**src/rtl/key_debounce.sv**
```systemverilog
// key_debounce: two-flop synchronizer feeding a stability-qualifying FSM.
// Outputs a registered debounced level, edge pulses and a rising-edge counter.
//
// state | meaning
// IDLE  | synchronized input equals q, nothing pending
// CHECK | synchronized input differs from q, counting stable cycles
module key_debounce #(
   parameter int STABLE_CYCLES = 4,
   parameter int CNT_W         = 8
) (
   input  logic             clk,
   input  logic             reset,
   input  logic             d_raw,
   output logic             q,
   output logic             rise,
   output logic             fall,
   output logic             busy,
   output logic [CNT_W-1:0] press_cnt
);

   typedef enum logic {
      IDLE  = 1'b0,
      CHECK = 1'b1
   } state_t;

   localparam logic [7:0] CNT_TC = 8'(STABLE_CYCLES - 1);

   logic       s1;
   logic       s2;
   state_t     state;
   state_t     state_nxt;
   logic [7:0] cnt;
   logic [7:0] cnt_nxt;
   logic       q_nxt;
   logic       q_d;
   logic       rise_nxt;
   logic       fall_nxt;

   always_ff @(posedge clk or negedge reset) begin
      if (!reset) begin
         s1 <= 1'b0;
         s2 <= 1'b0;
      end else begin
         s1 <= d_raw;
         s2 <= s1;
      end
   end

   always_ff @(posedge clk or negedge reset) begin
      if (!reset) begin
         state <= IDLE;
         cnt   <= '0;
         q     <= 1'b0;
         busy  <= 1'b0;
      end else begin
         state <= state_nxt;
         cnt   <= cnt_nxt;
         q     <= q_nxt;
         busy  <= (state_nxt == CHECK);
      end
   end

   always_comb begin
      state_nxt = state;
      cnt_nxt   = cnt;
      q_nxt     = q;
      case (state)
         IDLE: begin
            if (s2 != q) begin
               state_nxt = CHECK;
               cnt_nxt   = 8'd1;
            end else begin
               cnt_nxt   = '0;
            end
         end
         CHECK: begin
            if (s2 == q) begin
               state_nxt = IDLE;
               cnt_nxt   = '0;
            end else if (cnt == CNT_TC) begin
               q_nxt     = s2;
               state_nxt = IDLE;
               cnt_nxt   = '0;
            end else begin
               cnt_nxt   = cnt + 8'd1;
            end
         end
         default: begin
            state_nxt = IDLE;
            cnt_nxt   = '0;
         end
      endcase
   end

   // Pulses come from the registered q against its one-cycle-old copy.
   assign rise_nxt = q & ~q_d;
   assign fall_nxt = ~q & q_d;

   always_ff @(posedge clk or negedge reset) begin
      if (!reset) begin
         q_d       <= 1'b0;
         rise      <= 1'b0;
         fall      <= 1'b0;
         press_cnt <= '0;
      end else begin
         q_d  <= q;
         rise <= rise_nxt;
         fall <= fall_nxt;
         if (rise_nxt) begin
            press_cnt <= press_cnt + CNT_W'(1);
         end
      end
   end

endmodule
```
**config.mk**
```make
export PLATFORM = sky130hd
export DESIGN_NAME = key_debounce
export DESIGN_NICKNAME = d
export VERILOG_FILES = /design/src/rtl/key_debounce.sv
export SDC_FILE = /design/constraint.sdc
export NUM_CORES = 1
export LEC_CHECK = 0
export CORE_MARGIN = 5
export CORE_UTILIZATION = 55
export CTS_CLUSTER_SIZE = 28
export DETAILED_ROUTE_END_ITERATION = 10
export HOLD_SLACK_MARGIN = 0.12
export PLACE_DENSITY = 0.78
export SYNTH_ARGS = -nofsm -noshare
export SYNTH_HDL_FRONTEND = slang
export SYNTH_SLANG_ARGS = --single-unit
```
**constraint.sdc**
```tcl
create_clock -name clk -period 3.3 [get_ports clk]
set_input_delay 0.825 -clock clk [delete_from_list [all_inputs] [get_ports clk]]
set_output_delay 0.825 -clock clk [all_outputs]
set_load 0.1 [all_outputs]
```
Word level (Yosys, flattened, before mapping)
Cells that the tools add are included.
{"block": "totals", "ff_bits": 23, "input_bits": 3, "out_inout_bits": 12, "word_cells": 29}
{"block": "op_classes", "add_sub_neg": 2, "eq_ne": 3, "mux": 8, "n_bitwise": 6, "n_reduce_logical": 1}
{"cell": "8-bit by 1-bit adder with 8-bit output (second input constant)", "count": 2}
{"cell": "8-bit two-way mux", "count": 2}
{"cell": "8-bit case mux with 2 select lines", "count": 1}
{"cell": "8-bit by 2-bit equality test with 1-bit output (second input constant)", "count": 1}
{"cell": "1-bit two-way mux", "count": 4}
{"cell": "1-bit NOT", "count": 4}
{"cell": "3-bit AND reduction", "count": 1}
{"cell": "1-bit AND", "count": 2}
{"cell": "1-bit case mux with 2 select lines", "count": 1}
{"cell": "1-bit equality test", "count": 1}
{"cell": "1-bit inequality test", "count": 1}

Logic depth before layout (Yosys ltp)
Gate-level depths: netlist (run 1).
{"block": "depth", "ltp_word": 4, "ltp_mapped": 4, "ltp_nobuf": 4}

Worst setup path before layout (run 1)
OpenSTA, ideal clock, no wires.
{"block": "synth_path", "path_kind": "flip-flop to flip-flop", "from": "reg q", "to": "reg press_cnt[1]", "setup_ns": 0.126, "t_arrival_ns": 1.703, "required_time_ns": 3.174, "setup_slack_ns": 1.472, "stages_incl_launch_ff": 4, "n_path_buf": 1, "synth_period_minus_slack_ns": 1.828, "cell_sequence": "dfrtp_1 > nor2b_1 > buf_2 > mux2_2"}
{"block": "synth_via", "elab_chain_len": 1}
{"item": "from (decl)", "line": "14", "rtl": "output logic q,"}
{"item": "from (signal assigned)", "line": "58", "rtl": "q <= q_nxt;"}
{"item": "1-bit AND", "line": "96", "rtl": "assign rise_nxt = q & ~q_d;"}
{"item": "net rise_nxt", "line": "36", "rtl": "logic rise_nxt;"}
{"item": "to (signal assigned)", "line": "110", "rtl": "press_cnt <= press_cnt + CNT_W'(1);"}
{"item": "to (decl)", "line": "18", "rtl": "output logic [CNT_W-1:0] press_cnt"}
The timed path passes the listed nets, and every way through them passes these cells.
A chain may end at the register's enable or synchronous reset.

Worst setup path in the final report (run 1)
{"block": "layout_path", "from": "reg q", "to": "out q"}
No word-level cell between the ends.

==> results of run 1 <==
[sequential cells by signal, indices dropped and copies added, names as in the netlist]
register,cells
s2,1
state,1
fall,1
press_cnt,8
rise,1
cnt,8
s1,1
q,1
q_d,1
[per-layer routing]
metal	track usage [%]	share of wire [%]	vias to the layer above
met4	1.31	0	0
met3	3.72	3.8	0
met1	19.0	46	317
met5	0	0	-
met2	23.2	50	9
li1	-	-	310
[path summary, 6_finish.rpt]
check	from	to	slack (ns)	cells past startpoint
worst max-delay path	q$_DFFE_PN0P_	q	1.34	1
max in group asynchronous	reset	q$_DFFE_PN0P_	2.23	2
worst max register to register	cnt[0]$_DFF_PN0_	q$_DFFE_PN0P_	1.56	4
worst min-delay path	s1$_DFF_PN0_	s2$_DFF_PN0_	0.37	0
worst min register to register	s1$_DFF_PN0_	s2$_DFF_PN0_	0.37	0
min in group asynchronous	reset	cnt[5]$_DFF_PN0_	0.85	2
[area by class of cell]
| type | count | area, um^2 |
|---|---|---|
| timing repair buffer | 15 | 118 |
| inverter | 1 | 3.75 |
| sequential | 23 | 576 |
| multi-input combinational | 54 | 387 |
| fill | 122 | 566 |
| clock buffer | 3 | 22.5 |
| clock inverter | 1 | 5.00 |
| tap | 25 | 31.3 |
[logic make-up after synthesis]
| family | synth area share (%) |
|---|---|
| flops | 59.3 |
| fa+ha+maj | 3.87 |
| compound gates | 5.67 |
| buf+inv | 0.901 |
| xor+xnor | 10.8 |
| mux | 2.32 |
| simple gates | 17.1 |
[layout by cell type, fill, tap and decap left out]
cell type / netlist / final
a21oi_1: 4 / 4
and3_1: 3 / 3
buf_4: 0 / 13
clkbuf_4: 0 / 3
clkdlybuf4s50_1: 0 / 2
clkinv_2: 0 / 1
dfrtp_1: 23 / 23
ha_1: 3 / 3
inv_1: 1 / 1
mux2_1: 1 / 1
mux2_2: 1 / 1
nand2_1: 5 / 5
nand3_1: 3 / 3
nand4_1: 5 / 5
nor2_1: 4 / 4
nor2b_1: 2 / 2
nor3_4: 1 / 1
o211ai_2: 1 / 1
o21ai_0: 3 / 3
o21bai_1: 1 / 1
or3_1: 4 / 4
or4b_4: 1 / 1
xnor2_1: 8 / 8
xor2_1: 4 / 4
[through the flow]
step	utilization [%]	hold slack (ns)	cells	cell area (um^2)	setup WS, ns
finish	66.9	0.373	122	1140	1.34
global route	66.9	0.391	122	1140	1.29
CTS	66.9	0.377	122	1140	1.33
detailed placement	65.3	0.348	118	1110	1.56
global placement	65.3	0.345	118	1110	1.61
floorplan	-	0.331	79	971	1.47
==> qor.yml, run 1 <==
synthTopCellsByArea: "dfrtp_1, xnor2_1, ha_1"
synth_top_area_share_pct: 59.3
num_rows: 15
core_area_mm2: 0.00171
drive_above_1_share_pct: 21.6
overflow: 0
cap_viol_max_count: 0
postCtsSetupBuffers: 0
syn_nets: 85
rsz0062_at_grt: "false"
grt_start_max_net_pins: 24
slew_violations: 0
setup_viol: 0
drtAntennaViolNets: 0
async_flop_share_pct: 100
hold_viol: 0
yosysWarningCount: 0
drc: 0
vias_per_cell: 5.21
cts_buffer_depth: 2
firstDrtPassIters: 3
fin_crit_ns: 1.96
timing.final.crit_share_pct: 59.3
worstHoldPathType: "flop to flop"
clock-skew-final_ns: 0.00379
ios: 15
yosysTopAreaCell: "dfrtp_1"
crit_chain: "buf_4"
crit_buf_inv: 1
synthesis.area_um2: 971
slowest_stage: "dfrtp_1"
wirelength_um: 1610
htreeDepth: 1
relSlewSlack_pct: 60.6
required_ns: 2.47
grt.total_usage_pct: 14.0
grt_pass1_vias: 655
wire_per_inst_um: 13.2
worst_setup_path_end_kind: "primary output"
dieArea_mm2: 0.00271
clk_pin_slew_worst_paths_ns: 0.12
dp_hpwl_um: 1230
nets: 104
tightest_slew_ns: 0.590
arrival_ns: 1.13
syn_to_final_growth_pct: 17.7
status: "complete, no violations"
synth.most_common_cell: "dfrtp_1"
synth-edff-count: 0
ys_seq_area_share_pct: 59.3
worstSetupStartpointType: "flop"
setup_total_negative_slack_ns: 0
dominantRegCellSynth: "dfrtp_1"
ys_ff_latch: 23
cts_inserted_buffers: 3
gp_congestion: 0.820
fp.dieH_um: 52.0
grt_pass1_wl_um: 2880
ys_types: 21
critical_path_peak_fanout: 7
start_util_pct: 56.8
drt_iter0_drc: 8
syn_area_per_cell_um2: 12.3
max_stage_delay_ns: 0.49
synthCells: 79
postCtsResizedCells: 0
clock_latency_ns: 0.30
path_class: "flop to primary output"
cts_sinks: 23
cts-root-buf: "clkbuf_4"
cts_tree: "done"
n_antenna_cell: 0
vias: 636
path_delay_family: "flip-flops"
fmax_mhz: 511
holdBufCountCts: 0
antenna_found_initial: 0
ys_top_cells_by_count: "dfrtp_1, xnor2_1, nand2_1, nand4_1"
portBuffers: 14
dieWidth_um: 52.0
Power of run 1 is left out: the tool's default activity adds up to more than one toggle a clock period on the data nets, which glitch-free logic cannot reach.
==> run 2: changes to the inputs <==
CORE_UTILIZATION = 51   (was 55)
PLACE_DENSITY = 0.73   (was 0.78)
clock period = 1.9 ns   (was 3.3 ns; I/O delays follow)
==> qor.yml, run 2 (synthesis results as in run 1) <==
hold_viol: 0  # unchanged
drive_above_1_share_pct: 22.4  # was 21.6%
num_rows: 15  # unchanged
core_area_mm2: 0.00176  # was 0.00171 mm^2
met3_usage_pct: 2.49  # was 3.72%
crit-reg2reg-launch: "cnt[0]$_DFF_PN0_"  # unchanged
fin_util_pct: 73.7  # was 66.9%
vias: 658  # was 636
r2r_end: "q$_DFFE_PN0P_"  # unchanged
postCtsSetupBuffers: 0  # unchanged
grt_use_met2_pct: 22.4  # was 23.2%
grt_pass1_wl_um: 2900  # was 2880 um
worst_setup_path_end_kind: "flop"  # was primary output
status: "complete, no violations"  # unchanged
fin_cells: 123  # was 122
fp.dieH_um: 53.6  # was 52.0 um
startpoint: "cnt[0]$_DFF_PN0_"  # was q$_DFFE_PN0P_
start_util_pct: 55.0  # was 56.8%
required_ns: 2.11  # was 2.47 ns
timing.final.crit_share_pct: 93.0
finalInstanceArea_mm2: 0.00130  # was 0.00114 mm^2
min-delay-start: "s1$_DFF_PN0_"  # unchanged
slew_violations: 0  # unchanged
dp_hpwl_um: 1260  # was 1230 um
fin_crit_ns: 1.77
cts_inserted_buffers: 3  # unchanged
firstDrtPassIters: 4  # was 3
clock_latency_ns: 0.31  # was 0.30 ns
syn_to_final_growth_pct: 33.9  # was 17.7%
path_class: "flop to flop"  # was flop to primary output
overflow: 0  # unchanged
dpl_cell_area_mm2: 0.00127  # was 0.00111 mm^2
drt_iter0_drc: 7  # was 8
drc: 0  # unchanged
ff2ff_setup_slack_ns: 0.13  # was 1.56 ns
grt_pass1_vias: 646  # was 655
cts_tree: "done"  # unchanged
clk_pin_slew_worst_paths_ns: 0.13  # was 0.12 ns
postCtsResizedCells: 0  # unchanged
setup_viol: 0  # unchanged
final_common_cell: "dfrtp_1"  # unchanged
cts-root-buf: "clkbuf_4"  # unchanged
layout_common_cells: "dfrtp_1, buf_12, xnor2_1"  # was dfrtp_1, buf_4, xnor2_1
cts_sinks: 23  # unchanged
nets: 105  # was 104
setup_total_negative_slack_ns: 0  # unchanged
cap_viol_max_count: 0  # unchanged
wire_per_inst_um: 13.5  # was 13.2 um
antenna_found_initial: 0  # unchanged
n_fill_cell: 123  # was 122
clock-skew-final_ns: 0.00353  # was 0.00379 ns
holdBufCountCts: 0  # unchanged
vias_per_cell: 5.35  # was 5.21
portBuffers: 14  # unchanged
dieWidth_um: 53.6  # was 52.0 um
tightest_slew_ns: 0.289  # was 0.590 ns
gr-usage-met1_pct: 19.4  # was 19.0%
worstSetupStartpointType: "flop"  # unchanged
top_regs: "cnt (8), press_cnt (8)"  # unchanged
worstHoldPathType: "flop to flop"  # unchanged
arrival_ns: 1.98  # was 1.13 ns
ios: 15  # unchanged
grt.total_usage_pct: 14.3  # was 14.0%
relSlewSlack_pct: 80.8  # was 60.6%
htreeDepth: 1  # unchanged
rsz0062_at_grt: "false"  # unchanged
cts_buffer_depth: 2  # unchanged
grt_start_max_net_pins: 24  # unchanged
reg2reg_depth: 4  # unchanged
gp_congestion: 0.832  # was 0.820
busiest_layer: "met2"  # unchanged
worstSetupEndpoint: "q$_DFFE_PN0P_"  # was q
fmax_mhz: 566
dieArea_mm2: 0.00288  # was 0.00271 mm^2
wirelength_um: 1660  # was 1610 um
drtAntennaViolNets: 0  # unchanged
critical_path_peak_fanout: 4  # was 7
dp.cells: 119  # was 118
n_antenna_cell: 0  # unchanged
## run 2: changes by cell type in the layout (fill, tap and decap cells not counted)
cell / previous run / this run
buf_4: 13 / 2
buf_12: 0 / 12
## run 2: worst min path at each step
stage	end	slack (ns)	cells past startpoint
4_1_cts	s2$_DFF_PN0_	0.38	0
2_1_floorplan	cnt[0]$_DFF_PN0_	0.18	0
3_3_place_gp	s2$_DFF_PN0_	0.34	0
6_report	s2$_DFF_PN0_	0.38	0
3_5_place_dp	s2$_DFF_PN0_	0.34	0
5_1_grt	s2$_DFF_PN0_	0.39	0
## run 2: through the flow
stage	setup WS [ns]	hold WS, ns
2_1_floorplan	0.0716	0.179
3_5_place_dp	0.147	0.340
3_3_place_gp	0.208	0.344
4_1_cts	0.129	0.382
6_report	0.133	0.384
5_1_grt	0.0343	0.393
## run 2: worst max-delay path, stage by stage, from the launching register on
cell and delay (ns):
dfrtp_1 0.42, ha_1 0.20, or4b_4 0.51, nor3_4 0.20, mux2_1 0.34
## run 2: area by class of cell
type	count	area (um^2)	share of cell area, %
repair buffers	16	275	21.2
clock buffers	3	22.5	1.73
multi-input cells	54	387	29.7
inverters	1	3.75	0.289
well taps	25	31.3	2.41
clock inverters	1	5.00	0.385
flip-flops and latches	23	576	44.3
## run 2: metal layers
metal | up-vias | share of wire [%]
met3 | 4 | 2.2
met1 | 330 | 46
met2 | 12 | 49
met4 | 0 | 2.1
li1 | 312 | -
met5 | - | 0
Power of run 2 is left out for the same reason.
==> run 3: changes to the inputs <==
SLEW_MARGIN = 10   (was unset)
==> results of run 3 <==
No change in the layout: final DEF, timing and power equal those of run 2.
Power of run 3 is left out for the same reason.
